File: src/rtl/spart_pkg.sv
// Shared SPART definitions: receiver state encoding and default frame geometry.
package spart_pkg;

  localparam int unsigned OVERSAMPLE_DEF = 16;
  localparam int unsigned DATA_BITS_DEF  = 8;

  typedef enum logic [1:0] {RX_IDLE, RX_START, RX_DATA, RX_STOP} rx_state_t;

endpackage

File: src/rtl/spart_sync.sv
// Multi-flop 1-bit synchroniser for asynchronous inputs, with selectable reset level.
module spart_sync #(
  parameter int unsigned SYNC_STAGES = 2,
  parameter logic        RESET_VAL   = 1'b1
) (
  input  logic clk,
  input  logic reset_n,
  input  logic d,
  output logic q
);

  logic [SYNC_STAGES-1:0] sync_q;

  // Shift the asynchronous input through the flop chain every clock.
  always_ff @(posedge clk or negedge reset_n) begin
    if (!reset_n) sync_q <= {SYNC_STAGES{RESET_VAL}};
    else          sync_q <= {sync_q[SYNC_STAGES-2:0], d};
  end

  assign q = sync_q[SYNC_STAGES-1];

endmodule

File: src/rtl/spart_receiver.sv
// SPART receive half: oversampled 8N1 deserialiser with RDA, framing and overrun flags.
module spart_receiver
  import spart_pkg::*;
#(
  parameter int unsigned OVERSAMPLE  = OVERSAMPLE_DEF,
  parameter int unsigned DATA_BITS   = DATA_BITS_DEF,
  parameter bit          LSB_FIRST   = 1'b1,
  parameter int unsigned SYNC_STAGES = 2
) (
  input  logic                 clk,
  input  logic                 reset_n,
  input  logic                 baud_en,
  input  logic                 RxD,
  input  logic                 rda_clear,
  output logic [DATA_BITS-1:0] rx_data,
  output logic                 RDA,
  output logic                 framing_err,
  output logic                 overrun_err
);

  localparam int unsigned TW = $clog2(OVERSAMPLE);
  localparam int unsigned BW = $clog2(DATA_BITS + 1);
  // Start detection already consumed one tick, so mid start bit is OVERSAMPLE/2-1 ticks later.
  localparam logic [TW-1:0] TICK_HALF = TW'(OVERSAMPLE / 2 - 2);
  localparam logic [TW-1:0] TICK_LAST = TW'(OVERSAMPLE - 1);
  localparam logic [BW-1:0] BIT_LAST  = BW'(DATA_BITS - 1);

  logic                 rxs;
  rx_state_t            state_q, state_d;
  logic [TW-1:0]        tick_cnt;
  logic [BW-1:0]        bit_cnt;
  logic [DATA_BITS-1:0] shift_q;
  logic                 brk_wait;
  logic                 tick_clr, tick_inc, bit_clr, shift_en, done;

  spart_sync #(
    .SYNC_STAGES (SYNC_STAGES),
    .RESET_VAL   (1'b1)
  ) u_sync (
    .clk     (clk),
    .reset_n (reset_n),
    .d       (RxD),
    .q       (rxs)
  );

  // State register.
  always_ff @(posedge clk or negedge reset_n) begin
    if (!reset_n) state_q <= RX_IDLE;
    else          state_q <= state_d;
  end

  // Next-state and per-tick control strobes; nothing moves without baud_en.
  always_comb begin
    state_d  = state_q;
    tick_clr = 1'b0;
    tick_inc = 1'b0;
    bit_clr  = 1'b0;
    shift_en = 1'b0;
    done     = 1'b0;
    if (baud_en) begin
      unique case (state_q)
        RX_IDLE: begin
          if (!rxs && !brk_wait) begin
            state_d  = RX_START;
            tick_clr = 1'b1;
          end
        end
        RX_START: begin
          if (tick_cnt == TICK_HALF) begin
            tick_clr = 1'b1;
            bit_clr  = 1'b1;
            state_d  = rxs ? RX_IDLE : RX_DATA;
          end else begin
            tick_inc = 1'b1;
          end
        end
        RX_DATA: begin
          if (tick_cnt == TICK_LAST) begin
            tick_clr = 1'b1;
            shift_en = 1'b1;
            if (bit_cnt == BIT_LAST) state_d = RX_STOP;
          end else begin
            tick_inc = 1'b1;
          end
        end
        RX_STOP: begin
          if (tick_cnt == TICK_LAST) begin
            tick_clr = 1'b1;
            done     = 1'b1;
            state_d  = RX_IDLE;
          end else begin
            tick_inc = 1'b1;
          end
        end
        default: state_d = RX_IDLE;
      endcase
    end
  end

  // Tick/bit counters, shift register and the break re-arm guard.
  always_ff @(posedge clk or negedge reset_n) begin
    if (!reset_n) begin
      tick_cnt <= '0;
      bit_cnt  <= '0;
      shift_q  <= '0;
      brk_wait <= 1'b0;
    end else begin
      if (tick_clr)      tick_cnt <= '0;
      else if (tick_inc) tick_cnt <= tick_cnt + 1'b1;

      if (bit_clr)       bit_cnt <= '0;
      else if (shift_en) bit_cnt <= bit_cnt + 1'b1;

      if (shift_en) begin
        if (LSB_FIRST) shift_q <= {rxs, shift_q[DATA_BITS-1:1]};
        else           shift_q <= {shift_q[DATA_BITS-2:0], rxs};
      end

      // A low stop bit blocks new starts until the line has been seen high again.
      if (done)                                       brk_wait <= ~rxs;
      else if (state_q == RX_IDLE && baud_en && rxs)  brk_wait <= 1'b0;
    end
  end

  // Output byte and status flags; frame completion takes priority over rda_clear.
  always_ff @(posedge clk or negedge reset_n) begin
    if (!reset_n) begin
      rx_data     <= '0;
      RDA         <= 1'b0;
      framing_err <= 1'b0;
      overrun_err <= 1'b0;
    end else if (done) begin
      rx_data     <= shift_q;
      RDA         <= 1'b1;
      framing_err <= ~rxs;
      overrun_err <= ~rda_clear & (overrun_err | RDA);
    end else if (rda_clear) begin
      RDA         <= 1'b0;
      framing_err <= 1'b0;
      overrun_err <= 1'b0;
    end
  end

endmodule

File: config.mk
export PLATFORM = sky130hd
export DESIGN_NAME = spart_receiver
export DESIGN_NICKNAME = d
export VERILOG_FILES = /design/src/rtl/spart_pkg.sv /design/src/rtl/spart_sync.sv /design/src/rtl/spart_receiver.sv
export SDC_FILE = /design/constraint.sdc
export NUM_CORES = 1
export LEC_CHECK = 0
export BUFFER_PORTS_ARGS = -buffer_cell sky130_fd_sc_hd__buf_2
export CAP_MARGIN = 20
export CORE_ASPECT_RATIO = 0.7
export CORE_MARGIN = 2
export CORE_UTILIZATION = 48
export CTS_BUF_LIST = sky130_fd_sc_hd__clkbuf_8
export DETAILED_ROUTE_END_ITERATION = 7
export PLACE_DENSITY = 0.66
export SLEW_MARGIN = 20
export SYNTH_ARGS = -nofsm -noshare
export SYNTH_HDL_FRONTEND = slang
export SYNTH_SLANG_ARGS = --single-unit
File: constraint.sdc
create_clock -name clk -period 3.08 [get_ports clk]
set_clock_uncertainty 0.1 [all_clocks]
set_input_delay 0.616 -clock clk [delete_from_list [all_inputs] [get_ports clk]]
set_output_delay 0.616 -clock clk [all_outputs]
set_load 0.01 [all_outputs]
==> reports/metrics.csv, run 1 <==
metric,value,unit
status,completed,
Final #Nets,142,
setup_tns,0,ps
die height,49.1,µm
post-CTS sizing,0,
capturing element type of the critical path,flip-flop,
Rel. slew slack,54.2,%
VDD IR-drop max,303,µV
top-count cell post-synth,dfrtp_1,
yosys warns,0,
Residual DRC,0,
count of non-filler cells in the finished layout,171,
final core occ,57.2,%
post-synth top area share,53.9,%
R2R Setup Slk,1260,ps
Post-synth EDFFs,0,
#FFs+latches synth,32,
I/O pins,16,
LEAKAGE,0.787,nW
first-pass GRT wire length,4090,µm
Max Freq,550,MHz
setup violators final,0,
grt total ovfl,0,
min Tclk post-route,1820,ps
Hold WS,256,ps
share of layout cells above drive strength 1,30.4,%
"Seq/Total Area, Yosys",57.6,%
Pwr Total,0.995,mW
Yosys cell types,30,
mapped cell area,1390,µm²
Mapped Cells,113,
P_int,0.709,mW
# Post-CTS Setup Buffers,0,
setup ws final,1260,ps
ys flop type,dfrtp_1,
Final Wtd Congestion,0.826,
vias,908,
Hold Crit Class,flip-flop to flip-flop,
Mean Syn Cell Area,12.3,µm²
Starting Density,50.1,%
Pins Over Slew Limit,0,
ANT cells,0,
Critical Path AT,1880,ps
clock network fraction of design power,31.7,%
GRT Resource Usage Total,16.6,%
clk_lat worst skew,270,ps
switching power,0.286,mW
CTS tree,yes,
most common library cells after synthesis,"dfrtp_1 (30), mux2_2 (10), nor2_1 (10), nand2_1 (9), o21ai_0 (7)",
"worst slack, placed",1240,ps
Iteration-0 DRC Markers,32,
CTS Buf Count,5,
Critical Path Source Type,flip-flop,
cell area power density,624,nW/µm²
Placed Area,1500,µm²
Layout area overhead,14.3,%
critical path class,flip-flop to flip-flop,
Reg power frac,54.1,%
Tightest Pin Transition,687,ps
clk sinks,32,
final hold violation count,0,
largest net degree at the start of global routing,33,
largest cells by area after synthesis,"dfrtp_1 (54%), mux2_2 (8.1%), mux2_1 (4.8%)",
drt total wl,2270,µm
site row count,16,
clk slew on worst S/H paths,60,ps
number of port buffers,15,
asr flop ratio synth,100,%
switching share of power,28.7,%
antenna violations before repair,0,
Comb power frac,14.1,%
Syn Nets,121,
post-route cell area,1590,µm²
post-route ant nets,0,
first-pass detailed-route iteration total,4,
Wirelength per Cell,13.3,µm
largest area contributor in the netlist,dfrtp_1,
Max Cap Violations,0,
core area,2780,µm²
post-DP HPWL,1630,µm
vias in the first global route,903,
CTS HTree Levels,2,
vias per cell,5.31,
Max Fanout on Critical Path,12,
die area,3360,µm²
Root Driver,clkbuf_8,
CTS hold repair buffers,0,
period utilization,59.1,%
Max clock buf depth,2,
Die X,68.4,µm
worst path required time,3140,ps
Placed Cells,163,
RSZ-0062 raised after global routing,false,
==> power by group through the flow <==
| stage | clock, mW | sequential, mW | combinational, mW |
|---|---|---|---|
| 2_1_floorplan | 0 | 0.530 | 0.111 |
| 3_3_place_gp | 0 | 0.543 | 0.143 |
| 3_5_place_dp | 0 | 0.544 | 0.143 |
| 4_1_cts | 0.322 | 0.538 | 0.144 |
| 5_1_grt | 0.348 | 0.551 | 0.163 |
| 6_report | 0.316 | 0.538 | 0.141 |
==> layout make-up <==
cell class | count | area [µm²]
Clock buffer | 6 | 82.6
Multi-Input combinational cell | 77 | 568
Tap cell | 36 | 45.0
Clock inverter | 2 | 7.51
Fill cell | 239 | 1190
Inverter | 3 | 11.3
Timing Repair Buffer | 15 | 75.1
Sequential cell | 32 | 803
==> flip-flops by register name (all words and copies together) (netlist names), named ones only <==
name,count
u_sync.sync_q,2
state_q,1
framing_err,1
RDA,1
shift_q,8
brk_wait,1
bit_cnt,4
tick_cnt,4
overrun_err,1
rx_data,8
==> layout by cell type (no fill, tap or decap), drive strengths merged, types with 2 or more instances in the layout <==
cell / instances
dfrtp: 30
dfstp: 2
nand2: 9
nor3: 2
nor2: 12
ha: 3
o21ai: 8
buf: 15
inv: 5
clkbuf: 6
o31ai: 2
nand4: 3
xnor2: 2
a21oi: 3
mux2: 16
nand3: 6
==> layer usage <==
metal | GRT usage [%] | up-vias | share of wire [%]
met1 | 23.9 | 444 | 50
met5 | 0 | - | 0
met4 | 5.00 | 0 | 1.1
met2 | 22.8 | 19 | 44
li1 | - | 441 | -
met3 | 6.93 | 4 | 5.0
==> path summary, 6_finish.rpt <==
kind | cells after the start | endpoint | start
min reg2reg | 0 | u_sync.sync_q[1] | u_sync.sync_q[0]
max | 4 | rx_data[1] | tick_cnt[0]
max reg2reg | 4 | rx_data[1] | tick_cnt[0]
min | 0 | u_sync.sync_q[1] | u_sync.sync_q[0]
max in group asynchronous | 1 | shift_q[2] | reset_n
min in group asynchronous | 1 | shift_q[6] | reset_n
==> critical path, cell delays in order, from the launching register on <==
cell and delay, ps:
dfrtp_1 400, ha_1 290, nand4_4 190, nor2_4 350
mux2_2 370
==> cell families after synthesis <==
family | synth area share, %
AOI/OAI and AO/OA | 7.09
xor gates and xnor gates | 1.89
adders and majority gates | 2.69
buffers and inverters | 1.62
DFF | 57.6
muxes | 13.6
and+or+nand+nor | 15.4
Power figures use the tool's default switching activity.
==> run 2, diff against run 1 <==
ABC_AREA = 1   (was not set)
PLACE_DENSITY = 0.68   (was 0.66)
clock period = 1.6 ns   (was 3.08 ns; I/O delays follow)
==> reports/metrics.csv, run 2 <==
metric,value,unit,change
first-pass GRT wire length,4710,µm,was 4090 µm
worst r2r src,tick_cnt[0],,unchanged
Root Driver,clkbuf_8,,unchanged
Starting Density,49.6,%,was 50.1%
Reg power frac,46.2,%,was 54.1%
worst path required time,1670,ps,was 3140 ps
most frequent cells in the layout,"nand2_1 (46), dfrtp_1 (30), inv_1 (21), o21ai_2 (16), buf_2 (15)",,"was dfrtp_1 (30), buf_2 (15), nor2_1 (10), mux2_2 (10), nand2_1 (9)"
Rel. slew slack,78.6,%,was 54.2%
Met2 Wirelength,1240,µm,was 996 µm
Syn Nets,173,,was 121
largest cells by area after synthesis,"dfrtp_1 (48%), nand2_1 (11%), o21ai_2 (9.0%)",,"was dfrtp_1 (54%), mux2_2 (8.1%), mux2_1 (4.8%)"
Mean Syn Cell Area,9.40,µm²,was 12.3 µm²
Pwr Total,2.13,mW,was 0.995 mW
CP Launch Point,tick_cnt[0],,unchanged
drt total wl,2690,µm,was 2270 µm
Post-synth EDFFs,0,,unchanged
ys flop type,dfrtp_1,,unchanged
I/O pins,16,,unchanged
CTS Buf Count,5,,unchanged
Die X,71.9,µm,was 68.4 µm
GRT Resource Usage Total,16.4,%,was 16.6%
asr flop ratio synth,100,%,unchanged
vias per cell,4.78,,was 5.31
period utilization,95.6,%,was 59.1%
Layout area overhead,20.1,%,was 14.3%
reg2reg path depth,7,,was 4
mapped cell area,1550,µm²,was 1390 µm²
Final #Nets,201,,was 142
Mapped Cells,165,,was 113
LEAKAGE,0.927,nW,was 0.787 nW
"worst slack, placed",-19.8,ps,was 1240 ps
number of port buffers,15,,unchanged
setup ws final,71.2,ps,was 1260 ps
Hold WS,38.7,ps,was 256 ps
largest registers,"rx_data: 8 flops, shift_q: 8 flops",,unchanged
clk slew on worst S/H paths,70,ps,was 60 ps
setup violators final,0,,unchanged
CTS HTree Levels,2,,unchanged
vias in the first global route,1027,,was 903
most common library cells after synthesis,"nand2_1 (47), dfrtp_1 (30), inv_1 (20), o21ai_2 (16), nand3_1 (13)",,"was dfrtp_1 (30), mux2_2 (10), nor2_1 (10), nand2_1 (9), o21ai_0 (7)"
Max clock buf depth,2,,unchanged
RSZ-0062 raised after global routing,true,,was false
#FFs+latches synth,32,,unchanged
setup_tns,0,ps,unchanged
post-DP HPWL,1780,µm,was 1630 µm
share of layout cells above drive strength 1,35.6,%,was 30.4%
switching share of power,30.0,%,was 28.7%
top-count cell post-synth,nand2_1,,was dfrtp_1
VDD IR-drop max,733,µV,was 303 µV
ANT cells,0,,unchanged
CTS tree,yes,,unchanged
count of non-filler cells in the finished layout,232,,was 171
capturing element type of the critical path,flip-flop,,unchanged
antenna violations before repair,0,,unchanged
first-pass detailed-route iteration total,4,,unchanged
clk_lat worst skew,270,ps,about the same
Max Fanout on Critical Path,17,,was 12
Yosys cell types,24,,was 30
worst hold start,RxD,,was u_sync.sync_q[0]
met3 wire len,86,µm,was 113 µm
Critical Path Source Type,flip-flop,,unchanged
Comb power frac,18.8,%,was 14.1%
post-route ant nets,0,,unchanged
Max Freq,654,MHz,was 550 MHz
min Tclk post-route,1530,ps,was 1820 ps
max layer used,met4,,unchanged
P_int,1.49,mW,was 0.709 mW
Tightest Pin Transition,318,ps,was 687 ps
Iteration-0 DRC Markers,59,,was 32
Critical Path AT,1600,ps,was 1880 ps
switching power,0.638,mW,was 0.286 mW
Placed Cells,219,,was 163
vias,1110,,was 908
largest area contributor in the netlist,dfrtp_1,,unchanged
Worst Hold Path EP,u_sync.sync_q[0],,was u_sync.sync_q[1]
FILL cells,276,,was 239
core area,3130,µm²,was 2780 µm²
clock network fraction of design power,35.0,%,was 31.7%
yosys warns,0,,unchanged
die height,51.5,µm,was 49.1 µm
"commonest non-fill, non-tap cell in the layout",nand2_1,,was dfrtp_1
site row count,17,,was 16
cell area power density,1140,nW/µm²,was 624 nW/µm²
Final Wtd Congestion,0.816,,was 0.826
largest net degree at the start of global routing,33,,unchanged
"Seq/Total Area, Yosys",51.8,%,was 57.6%
final hold violation count,0,,unchanged
status,completed,,unchanged
wire length on met1,1340,µm,was 1140 µm
Wirelength per Cell,11.6,µm,was 13.3 µm
die area,3710,µm²,was 3360 µm²
clk sinks,32,,unchanged
grt total ovfl,0,,unchanged
Residual DRC,0,,unchanged
Hold Crit Class,input port to flip-flop,,was flip-flop to flip-flop
critical path class,flip-flop to flip-flop,,unchanged
Worst Hold Depth,1,,was 0
r2r endpoint,framing_err,,was rx_data[1]
Max Cap Violations,0,,unchanged
R2R Setup Slk,70,ps,was 1260 ps
Pins Over Slew Limit,0,,unchanged
post-synth top area share,48.4,%,was 53.9%
run 2: power groups by stage:
stage,Combinational [mW],Clock [mW],Sequential [mW]
final,0.401,0.746,0.984
after global routing,0.469,0.796,0.997
after CTS,0.390,0.753,0.983
after detailed placement,0.384,0,0.996
after global placement,0.369,0,0.988
after floorplan,0.299,0,0.979
run 2: final cells by class:
| class | count | area (µm²) | area share (%) |
|---|---|---|---|
| sequential | 32 | 803 | 43.1 |
| multi-input combinational | 105 | 626 | 33.6 |
| timing repair buffer | 24 | 183 | 9.81 |
| inverter | 25 | 95.1 | 5.11 |
| clock buffer | 5 | 68.8 | 3.70 |
| tap | 38 | 47.5 | 2.55 |
| clock inverter | 3 | 38.8 | 2.08 |
run 2: cells by family (layout without fill, tap and decap cells):
logic type / Yosys count / after routing / synth area share, %
AOI/OAI and AO/OA: 26 / 26 / 13.5
xor gates and xnor gates: 2 / 2 / 1.13
adders and majority gates: 3 / 3 / 2.42
buffers and inverters: 28 / 57 / 8.31
DFF: 32 / 32 / 51.8
and+or+nand+nor: 74 / 74 / 22.8
run 2: timing repair:
action	4_1_cts	5_1_grt
hold buffers	1	0
endpoints found under the hold margin	30	0
setup endpoints to repair	2	16
gates cloned	0	0
pin swaps	0	1
resized for setup	0	3
setup buffers	4	0
run 2: how the worst max path moves through the flow:
| stage | end | cells past startpoint |
|---|---|---|
| after detailed placement | bit_cnt[2] | 8 |
| final | framing_err | 7 |
| after global routing | bit_cnt[0] | 7 |
| after CTS | framing_err | 7 |
| after floorplan | shift_q[6] | 7 |
| after global placement | bit_cnt[2] | 8 |
run 2: stage by stage:
stage,instance area (µm²),utilization [%]
final,1860,59.5
after global routing,1860,59.5
after CTS,1850,59.3
after detailed placement,1690,54.2
after global placement,1690,54.2
after floorplan,1550,-
run 2: metal layers:
layer,vias up,GRT usage (%)
met5,-,0
met4,0,3.46
met3,4,4.26
met2,20,26.2
met1,507,22.7
li1,579,-
run 2: worst max-delay path, cell delays in order (launching register included):
cell and delay [ps]:
dfrtp_1 380, ha_2 220, nand2_1 90, nor2_4 150, nand3_2 150, buf_12 190
nand3_1 80, o21ai_2 50
==> run 3, diff against run 2 <==
CTS_BUF_LIST = sky130_fd_sc_hd__clkbuf_16   (was sky130_fd_sc_hd__clkbuf_8)
==> reports/metrics.csv, run 3 (synthesized netlist as in run 2, its figures left out) <==
metric,value,unit,change
site row count,17,,unchanged
first-pass GRT wire length,4870,µm,was 4710 µm
critical path class,flip-flop to flip-flop,,unchanged
R2R Setup Slk,20,ps,was 70 ps
post-route cell area,1930,µm²,was 1860 µm²
RSZ-0062 raised after global routing,true,,unchanged
reg2reg path depth,7,,unchanged
worst hold start,RxD,,unchanged
LEAKAGE,0.952,nW,was 0.927 nW
Max Fanout on Critical Path,7,,was 17
die area,3710,µm²,unchanged
Final #Nets,201,,unchanged
Rel. slew slack,78.8,%,was 78.6%
Iteration-0 DRC Markers,77,,was 59
status,completed,,unchanged
CTS Buf Count,5,,unchanged
cell area power density,1280,nW/µm²,was 1140 nW/µm²
I/O pins,16,,unchanged
post-route ant nets,0,,unchanged
CTS tree,yes,,unchanged
final hold violation count,0,,unchanged
Pins Over Slew Limit,0,,unchanged
vias in the first global route,1032,,was 1027
Worst Hold Depth,1,,unchanged
r2r endpoint,shift_q[7],,was framing_err
setup violators final,0,,unchanged
most frequent cells in the layout,"nand2_1 (46), dfrtp_1 (30), inv_1 (21), o21ai_2 (16), buf_2 (15)",,unchanged
antenna violations before repair,0,,unchanged
Final Wtd Congestion,0.816,,unchanged
grt total ovfl,0,,unchanged
VDD IR-drop max,821,µV,was 733 µV
ANT cells,0,,unchanged
vias per cell,4.95,,was 4.78
min Tclk post-route,1580,ps,was 1530 ps
share of layout cells above drive strength 1,36.6,%,was 35.6%
first-pass detailed-route iteration total,6,,was 4
Root Driver,clkbuf_16,,was clkbuf_8
FILL cells,256,,was 276
vias,1148,,was 1110
drt total wl,2900,µm,was 2690 µm
Critical Path Source Type,flip-flop,,unchanged
Max Cap Violations,0,,unchanged
Max Freq,634,MHz,was 654 MHz
GRT Resource Usage Total,17.8,%,was 16.4%
"commonest non-fill, non-tap cell in the layout",nand2_1,,unchanged
period utilization,98.6,%,was 95.6%
largest registers,"rx_data: 8 flops, shift_q: 8 flops",,unchanged
Layout area overhead,24.2,%,was 20.1%
clk slew on worst S/H paths,50,ps,was 70 ps
Wirelength per Cell,12.5,µm,was 11.6 µm
Max clock buf depth,2,,unchanged
Worst Hold Path EP,u_sync.sync_q[0],,unchanged
Placed Area,1690,µm²,unchanged
clk_lat worst skew,270,ps,about the same
Die X,71.9,µm,unchanged
Critical Path AT,1640,ps,was 1600 ps
worst path required time,1660,ps,was 1670 ps
CTS HTree Levels,2,,unchanged
capturing element type of the critical path,flip-flop,,unchanged
post-DP HPWL,1780,µm,unchanged
number of port buffers,15,,unchanged
clk sinks,32,,unchanged
Hold WS,41.6,ps,was 38.7 ps
core area,3130,µm²,unchanged
Tightest Pin Transition,316,ps,was 318 ps
die height,51.5,µm,unchanged
Hold Crit Class,input port to flip-flop,,unchanged
Starting Density,49.6,%,unchanged
largest net degree at the start of global routing,33,,unchanged
worst r2r src,tick_cnt[1],,was tick_cnt[0]
Residual DRC,0,,unchanged
==> run 3: cell counts in the layout (fill, tap and decap cells not counted) <==
Identical to the previous run, type by type.
==> run 3: per-layer routing <==
metal	global-route usage, %	vias to the layer above	part of all wire (%)
li1	-	576	-
met2	26.7	38	46
met5	0	-	0
met4	9.75	0	2.8
met3	4.84	11	4.6
met1	23.6	523	46
==> run 3: area by class of cell <==
type                    count  area [µm²]  area share (%)
well taps                  38        47.5            2.47
multi-input cells         105         633            32.9
clock buffers               5         125            6.50
clock inverters             3        38.8            2.01
repair buffers             24         183            9.49
inverters                  25        95.1            4.94
flip-flops and latches     32         803            41.7
==> run 3: how the worst max path moves through the flow <==
stage	cells after the start	end	slack (ps)	from
floorplan	7	shift_q[6]	220	tick_cnt[0]
global placement	8	bit_cnt[2]	90	tick_cnt[0]
detailed placement	8	bit_cnt[2]	-20	tick_cnt[0]
CTS	8	bit_cnt[2]	20	tick_cnt[1]
global route	8	bit_cnt[2]	-20	tick_cnt[1]
finish	7	shift_q[7]	20	tick_cnt[1]
==> run 3: report_power, final <==
part	internal (mW)	switching, mW
clock	0.724	0.331
sequential	0.896	0.0945
combinational	0.150	0.267
==> run 3: stage by stage <==
| stage | setup TNS (ps) | setup WS, ps | utilization [%] | total power, mW | std cells |
|---|---|---|---|---|---|
| finish | 0 | 22.8 | 61.6 | 2.46 | 232 |
| global placement | 0 | 86.5 | 54.2 | 1.36 | 219 |
| CTS | 0 | 22.4 | 60.9 | 2.45 | 231 |
| floorplan | 0 | 218 | - | 1.28 | 165 |
| global route | -24.7 | -17.0 | 61.6 | 2.59 | 232 |
| detailed placement | -19.8 | -19.8 | 54.2 | 1.38 | 219 |
==> run 3: critical path: stages (launching register included) <==
cell and delay, ps:
dfrtp_1 390, ha_2 230, nand2_1 100, nor2_4 150, nand3_4 150, buf_4 180
nand2_1 90, o21ai_2 60
==> run 3: timing repair <==
| item | CTS | global route |
|---|---|---|
| gates resized for setup | 0 | 5 |
| hold buffers | 1 | 0 |
| setup endpoints to repair | 5 | 19 |
| gates cloned | 0 | 0 |
| setup buffers | 3 | 1 |
| pin swaps | 0 | 2 |
| hold endpoints to repair | 30 | 0 |
